## config.mk

```make
export PLATFORM = sky130hd
export DESIGN_NAME = vector_chunk_serializer
export DESIGN_NICKNAME = d
export VERILOG_FILES = /design/src/rtl/vec_pkg.sv /design/src/rtl/vector_chunk_sum.sv /design/src/rtl/vector_chunk_serializer.sv
export SDC_FILE = /design/constraint.sdc
export NUM_CORES = 1
export LEC_CHECK = 0
export BUFFER_PORTS_ARGS = -buffer_cell sky130_fd_sc_hd__buf_2
export CORE_ASPECT_RATIO = 2
export CORE_MARGIN = 5
export CORE_UTILIZATION = 45
export CTS_CLUSTER_DIAMETER = 40
export DETAILED_ROUTE_END_ITERATION = 7
export PLACE_DENSITY = 0.71
export SYNTH_ARGS = -nofsm -noshare
export SYNTH_HDL_FRONTEND = slang
export SYNTH_HIERARCHICAL = 1
export SYNTH_SLANG_ARGS = --single-unit
```

## constraint.sdc

```tcl
create_clock -name clk -period 1.91 [get_ports clk]
set_input_delay 0.191 -clock clk [delete_from_list [all_inputs] [get_ports clk]]
set_output_delay 0.191 -clock clk [all_outputs]
set_load 0.01 [all_outputs]
```

## src/rtl/vec_pkg.sv

```systemverilog
// Shared constants, helpers and serializer state encoding for the chunked vector datapath.
package vec_pkg;

  localparam int unsigned WIDTH_D    = 32;
  localparam int unsigned SIZE_D     = 16;
  localparam int unsigned COMBSIZE_D = 4;

  function automatic int unsigned nbeats(input int unsigned size, input int unsigned combsize);
    return size / combsize;
  endfunction

  // Index/extension widths never collapse to zero bits.
  function automatic int unsigned clog2_safe(input int unsigned n);
    return (n < 2) ? 1 : $clog2(n);
  endfunction

  typedef enum logic {
    IDLE   = 1'b0,
    STREAM = 1'b1
  } ser_state_t;

endpackage

```

## src/rtl/vector_chunk_sum.sv

```systemverilog
// Combinational signed sum of the COMBSIZE elements of one chunk, full-precision result.
module vector_chunk_sum
  import vec_pkg::*;
#(
  parameter int unsigned WIDTH    = WIDTH_D,
  parameter int unsigned COMBSIZE = COMBSIZE_D
) (
  input  logic [WIDTH*COMBSIZE-1:0]                       chunk,
  output logic signed [WIDTH+clog2_safe(COMBSIZE)-1:0]   sum_c
);

  localparam int unsigned SUMW = WIDTH + clog2_safe(COMBSIZE);

  always_comb begin
    sum_c = '0;
    for (int j = 0; j < int'(COMBSIZE); j++) begin
      sum_c = sum_c + SUMW'($signed(chunk[WIDTH*j +: WIDTH]));
    end
  end

endmodule

```

## src/rtl/vector_chunk_serializer.sv

```systemverilog
// Captures one SIZE-element vector and streams it as COMBSIZE-element beats, lowest chunk first.
// Optional running inclusive chunk sum on out_sum when VEC_SER_SUM_EN is defined.
module vector_chunk_serializer
  import vec_pkg::*;
#(
  parameter int unsigned WIDTH    = WIDTH_D,
  parameter int unsigned SIZE     = SIZE_D,
  parameter int unsigned COMBSIZE = COMBSIZE_D
) (
  input  logic                                     clk,
  input  logic                                     reset,
  input  logic                                     in_valid,
  output logic                                     in_ready,
  input  logic [WIDTH*SIZE-1:0]                    in_data,
  output logic                                     out_valid,
  input  logic                                     out_ready,
  output logic [WIDTH*COMBSIZE-1:0]                out_data,
  output logic [clog2_safe(SIZE/COMBSIZE)-1:0]     out_idx,
  output logic                                     out_last
`ifdef VEC_SER_SUM_EN
  ,
  output logic signed [WIDTH+clog2_safe(SIZE)-1:0] out_sum
`endif
);

  localparam int unsigned NBEATS = nbeats(SIZE, COMBSIZE);
  localparam int unsigned IDXW   = clog2_safe(NBEATS);
  localparam int unsigned CHUNKW = WIDTH * COMBSIZE;
  localparam int unsigned VECW   = WIDTH * SIZE;

  if (SIZE % COMBSIZE != 0) begin : g_bad_cfg
    $error("SIZE must be an exact multiple of COMBSIZE");
  end

  ser_state_t        state, state_n;
  logic [IDXW-1:0]   beat_n;
  logic [VECW-1:0]   vec_q, vec_n;
  logic [CHUNKW-1:0] chunk_n;
  logic              last_n;
  logic              in_fire_c, out_fire_c;

  assign in_fire_c  = in_valid & in_ready;
  assign out_fire_c = out_valid & out_ready;

  // Next state, beat index and captured vector; outputs are loaded from the next values.
  always_comb begin
    state_n = state;
    beat_n  = out_idx;
    vec_n   = vec_q;
    case (state)
      IDLE: begin
        if (in_fire_c) begin
          vec_n   = in_data;
          beat_n  = '0;
          state_n = STREAM;
        end
      end
      STREAM: begin
        if (out_fire_c) begin
          if (out_idx == IDXW'(NBEATS - 1)) begin
            beat_n  = '0;
            state_n = IDLE;
          end else begin
            beat_n = out_idx + IDXW'(1);
          end
        end
      end
      default: state_n = IDLE;
    endcase
    chunk_n = (state_n == STREAM) ? vec_n[CHUNKW*beat_n +: CHUNKW] : '0;
    last_n  = (state_n == STREAM) && (beat_n == IDXW'(NBEATS - 1));
  end

  always_ff @(posedge clk) begin
    if (reset) begin
      state     <= IDLE;
      vec_q     <= '0;
      in_ready  <= 1'b0;
      out_valid <= 1'b0;
      out_data  <= '0;
      out_idx   <= '0;
      out_last  <= 1'b0;
    end else begin
      state     <= state_n;
      vec_q     <= vec_n;
      in_ready  <= (state_n == IDLE);
      out_valid <= (state_n == STREAM);
      out_data  <= chunk_n;
      out_idx   <= beat_n;
      out_last  <= last_n;
    end
  end

`ifdef VEC_SER_SUM_EN
  localparam int unsigned SUMW  = WIDTH + clog2_safe(SIZE);
  localparam int unsigned TREEW = WIDTH + clog2_safe(COMBSIZE);

  logic signed [TREEW-1:0] chunk_sum_c;
  logic signed [SUMW-1:0]  acc, acc_n;

  vector_chunk_sum #(
    .WIDTH    (WIDTH),
    .COMBSIZE (COMBSIZE)
  ) u_chunk_sum (
    .chunk (chunk_n),
    .sum_c (chunk_sum_c)
  );

  // out_sum already holds acc plus the current chunk, so it becomes the new acc on a beat.
  always_comb begin
    acc_n = acc;
    if (in_fire_c) begin
      acc_n = '0;
    end else if (out_fire_c) begin
      acc_n = out_sum;
    end
  end

  always_ff @(posedge clk) begin
    if (reset) begin
      acc     <= '0;
      out_sum <= '0;
    end else begin
      acc     <= acc_n;
      out_sum <= (state_n == STREAM) ? acc_n + SUMW'(chunk_sum_c) : '0;
    end
  end
`endif

endmodule
```

== After elaboration in Yosys (flattened, before gate mapping) ==
Cells that the tools add are included.
Cells by class
  eq/ne operators: 2
  multiplexer cells: 10
  reduce and logical (&&, ||, !) cells: 2
  bitwise gates (word level): 4
  shift operators: 1
  add/sub/neg operators: 1
Operators with widths (number)
  two-way mux 512 bit: 2
  indexed part select 512 x 10 -> 128 bit: 1
  two-way mux 2 bit: 3
  equality test 2 bit, second input constant: 2
  one-hot mux 2 bit (2 select lines): 1
  two-way mux 1 bit: 3
  adder 2 x 1 -> 2 bit, second input constant: 1
  bitwise AND 1 bit: 2
  NOT 1 bit: 2
  one-hot mux 1 bit (2 select lines): 1
  OR reduction 2 bit: 1
  logical AND 1 bit: 1
Word-level totals
  output and inout port bits: 133
  bits of input ports: 516
  word-level logic and storage cells: 26
  register bits: 645

== Longest topological paths before layout ==
  depth after elaboration: 6
  gate-level depth with buffers: 9
  depth with buffers taken out: 7

== Worst setup path before layout ==
No wires, ideal clock.
  kind: register to register
  start: register out_idx[0]
  end: register out_data[43]
  library setup time: 0.134 ns
  cell stages (with the launch flop): 7
  data arrival time: 1.941 ns
  path buffers: 1
  period minus slack after synthesis: 2.075 ns
  data required time: 1.776 ns
  path slack: -0.165 ns
  path through: dfxtp_1 -> ha_1 -> mux2i_4 -> clkbuf_1 -> mux2_2 -> a211oi_1 -> a311oi_1
Between the ends
  cells in the longest elaborated chain, start to end: 6
  elaborated cells between the ends (all ways): 12
  those cells by class: add/sub: 1; eq/ne: 1; shift: 1; mux: 7; bitwise: 1; reduce/logical: 1
Ends and longest elaborated chain
  start: declaration: line vector_chunk_serializer.sv:18  | output logic [clog2_safe(SIZE/COMBSIZE)-1:0] out_idx,
  start signal: assignment: line vector_chunk_serializer.sv:89  | out_idx <= beat_n;
  branches (longest 6 deep; another with adder 2 x 1 -> 2 bit)
  end signal: assignment: line vector_chunk_serializer.sv:88  | out_data <= chunk_n;
  end: declaration: line vector_chunk_serializer.sv:17  | output logic [WIDTH*COMBSIZE-1:0] out_data,
Parallel ways; which one is timed is not known.
A chain may end at the register's enable or synchronous reset.

== Worst setup path after layout ==
  start: register out_idx[0]
  end: register out_data[73]
The elaborated chain is that of the path after synthesis.

==> flow_summary.toml <==
[yosys]
synthArstFlopShare_pct = 0
synth.area.top_cells = "dfxtp_1, nand2_1, a21oi_1"
synthDistinctLibCells = 27
synth_edf_count = 0
post-synth-top-count-cell = "nand2_1"
syn_area_um2 = 28000
synth.avg_cell_area_um2 = 7.84
synth_cells = 3567
yosys_warnings = 6
ys_dominant_reg_cell = "dfxtp_1"
syn_nets = 4084
synth_top_area_share_pct = 46.2
synth_top_cell_by_area = "dfxtp_1"
synthTopCellsByCount = "nand2_1, dfxtp_1, a21oi_1, clkbuf_1, a211oi_1"
ys_ff_latch = 645
seq_area_frac_synth_pct = 46.2

[grt]
antenna_found_initial = 35
grt_first_pass_wirelength_um = 181000
grt_max_degree = 214
grt_usage_pct = 34.0
grt_pass1_vias = 32100
global_route.overflow_total = 0

[placed_design]
place.gp.congestion = 0.935
dp_hpwl_um = 74200
port_buffers = 648

[drt]
wirelength_um = 125000
drc = 4
ant_nets = 0
drtIter0Drc = 3009
via_count = 32200
viasPerCell = 5.81
first_pass_iters = 8
wl_per_cell_um = 22.5

[clock_tree]
clock_latency_ns = 0.63
cts_tree = "yes"
numCtsBuffers = 58
h-tree-depth = 2
clk_pin_slew_ns = 0.07
ctsRootBufferMaster = "clkbuf_16"
clockBufferDepth = 3
cts.sinks = 645

[worst_setup_path]
worstPathRequired_ns = 2.39
cp_common_cell = "buf_12"
path_buf_inv = 3
cpMaxStageDelayCell = "dfxtp_2"
worstPathCellList = "ha_4 -> mux2i_4 -> buf_12 -> buf_16 -> buf_12 -> mux2_4 -> a211oi_2 -> a311oi_2"
cp-start-kind = "flip-flop"
path_max_fanout = 7
critical_path.top_delay_family = "buffers and inverters"
critPathMaxStageDelay_ns = 0.33
worstPathArrival_ns = 2.56
cp-end-kind = "flip-flop"
path_class = "reg -> reg"

[finish]
syn_to_final_growth_pct = 50.1
nNetsFinal = 5201
layout-drive-gt1-share_pct = 25.3
fill_cells = 4475

[run]
maxCapViolCount = 0

[floorplan]
initial_core_util_pct = 45.2
ios = 649
placementRows = 129
die_h_um = 362
core_area_um2 = 61800
dieArea_um2 = 67500
die_w_um = 186

[timing]
rsz0062_at_grt = "true"
fin_ws_ns = -0.174
period_needed_ns = 2.08
slew_violations = 0
setup_violations = 124
hold_viol_final = 0
slew_headroom_pct = 25.7
period_share_pct = 109
fin_skew_ns = 0.0190
max_slew.worst_pin.slew_ns = 1.11
fmax_mhz = 480
setup_tns_ns = -11.89

[run_status]
status = "finished, violations left"
violations = "DRC, setup timing"

[power_and_ir_drop]
ir_drop_mv = 0.860
leakage_uw = 0.0164
finalPower_uw = 33100
p_per_area_nw_per_um2 = 788

[worst_hold_path]
hp-class = "in -> reg"
-- logic make-up (layout without fill, tap and decap cells) --
logic type,Yosys count,in the layout,share of synthesized area (%)
and+or+nand+nor,1444,1444,19.6
AOI/OAI and AO/OA,893,893,19.6
DFF,645,645,46.2
buffers and inverters,323,1482,4.69
muxes,261,261,9.86
adders and majority gates,1,1,0.0448
other,0,31,0
-- worst paths after layout --
path,to,depth (start not counted),slack [ns],startpoint
worst max-delay path,out_data[73]$_SDFF_PP0_,8,-0.17,out_idx[0]$_SDFF_PP0_
worst min-delay path,in_ready$_SDFF_PP0_,4,0.04,out_ready
worst max register to register,out_data[73]$_SDFF_PP0_,8,-0.17,out_idx[0]$_SDFF_PP0_
worst min register to register,vec_q[411]$_SDFF_PP0_,2,0.45,vec_q[411]$_SDFF_PP0_
-- timing repair --
action / 4_1_cts / 5_1_grt
pin swaps: 17 / 73
setup endpoints to repair: 129 / 128
gates cloned: 11 / 11
endpoints found under the hold margin: 518 / 0
hold buffers: 513 / 0
setup buffers: 23 / 29
gates resized for setup: 163 / 64
-- worst register-to-register path: cells and delay by family (launching register included) --
family | cells | cell delay (ns)
DFF | 1 | 0.33
adders and majority gates | 1 | 0.24
muxes | 2 | 0.49
buffers and inverters | 3 | 0.55
AOI/OAI and AO/OA | 2 | 0.34
-- area by class of cell --
class / instances / area (um^2) / area share (%)
well taps: 786 / 983 / 2.34
inverters: 1 / 3.75 / 0.00894
repair buffers: 1379 / 11500 / 27.5
flip-flops and latches: 645 / 12900 / 30.8
multi-input cells: 2599 / 14600 / 34.9
diodes: 31 / 77.6 / 0.185
clock inverters: 24 / 195 / 0.465
clock buffers: 78 / 1620 / 3.85
-- cells in the final DEF, fill, tap and decap left out, drive strengths merged, types with 2 or more instances in the layout --
| cell type | instances |
|---|---|
| a211oi | 206 |
| a21oi | 536 |
| a311oi | 103 |
| buf | 852 |
| bufbuf | 3 |
| clkbuf | 89 |
| clkinv | 11 |
| clkinvlp | 5 |
| dfxtp | 645 |
| diode | 31 |
| dlygate4sd3 | 513 |
| inv | 9 |
| mux2 | 105 |
| mux2i | 156 |
| nand2 | 1259 |
| nand2b | 2 |
| nor2 | 152 |
| nor2b | 2 |
| nor3 | 22 |
| o21ai | 22 |
| o32ai | 25 |
| or2 | 5 |
-- report_power, final --
part / switching (uW) / total, uW / internal (uW)
combinational: 3540 / 6820 / 3280
sequential: 525 / 14700 / 14100
clock: 5560 / 11600 / 6000
total: 9630 / 33100 / 23400
-- routing by layer --
layer	GRT usage [%]	share of wire, %	vias to the layer above	wire length (um)
met5	0	0.087	-	109
met4	21.4	7.6	16	9480
met3	6.73	8.9	541	11100
met2	57.7	48	2050	59700
met1	38.7	36	15200	44500
li1	-	-	14400	-
-- per-stage QoR --
step                      utilization (%)  hold slack (ns)  std cells  worst slack, ns  cell area (um^2)
after floorplan                         -            0.327       3567           0.0209             28000
after CTS                            66.6           0.0117       5479           -0.168             41200
after detailed placement             53.2            0.436       4832           -0.292             32900
final                                67.9           0.0411       5543           -0.174             42000
after global placement               53.2            0.434       4832           -0.238             32900
after global routing                 67.8           0.0527       5531           -0.260             41900
-- state kept, by name, summed over array words and instances (netlist names) --
register	flops
out_data	128
vec_q	512
in_ready	1
out_last	1
state	1
out_idx	2
Power figures use the tool's default switching activity.
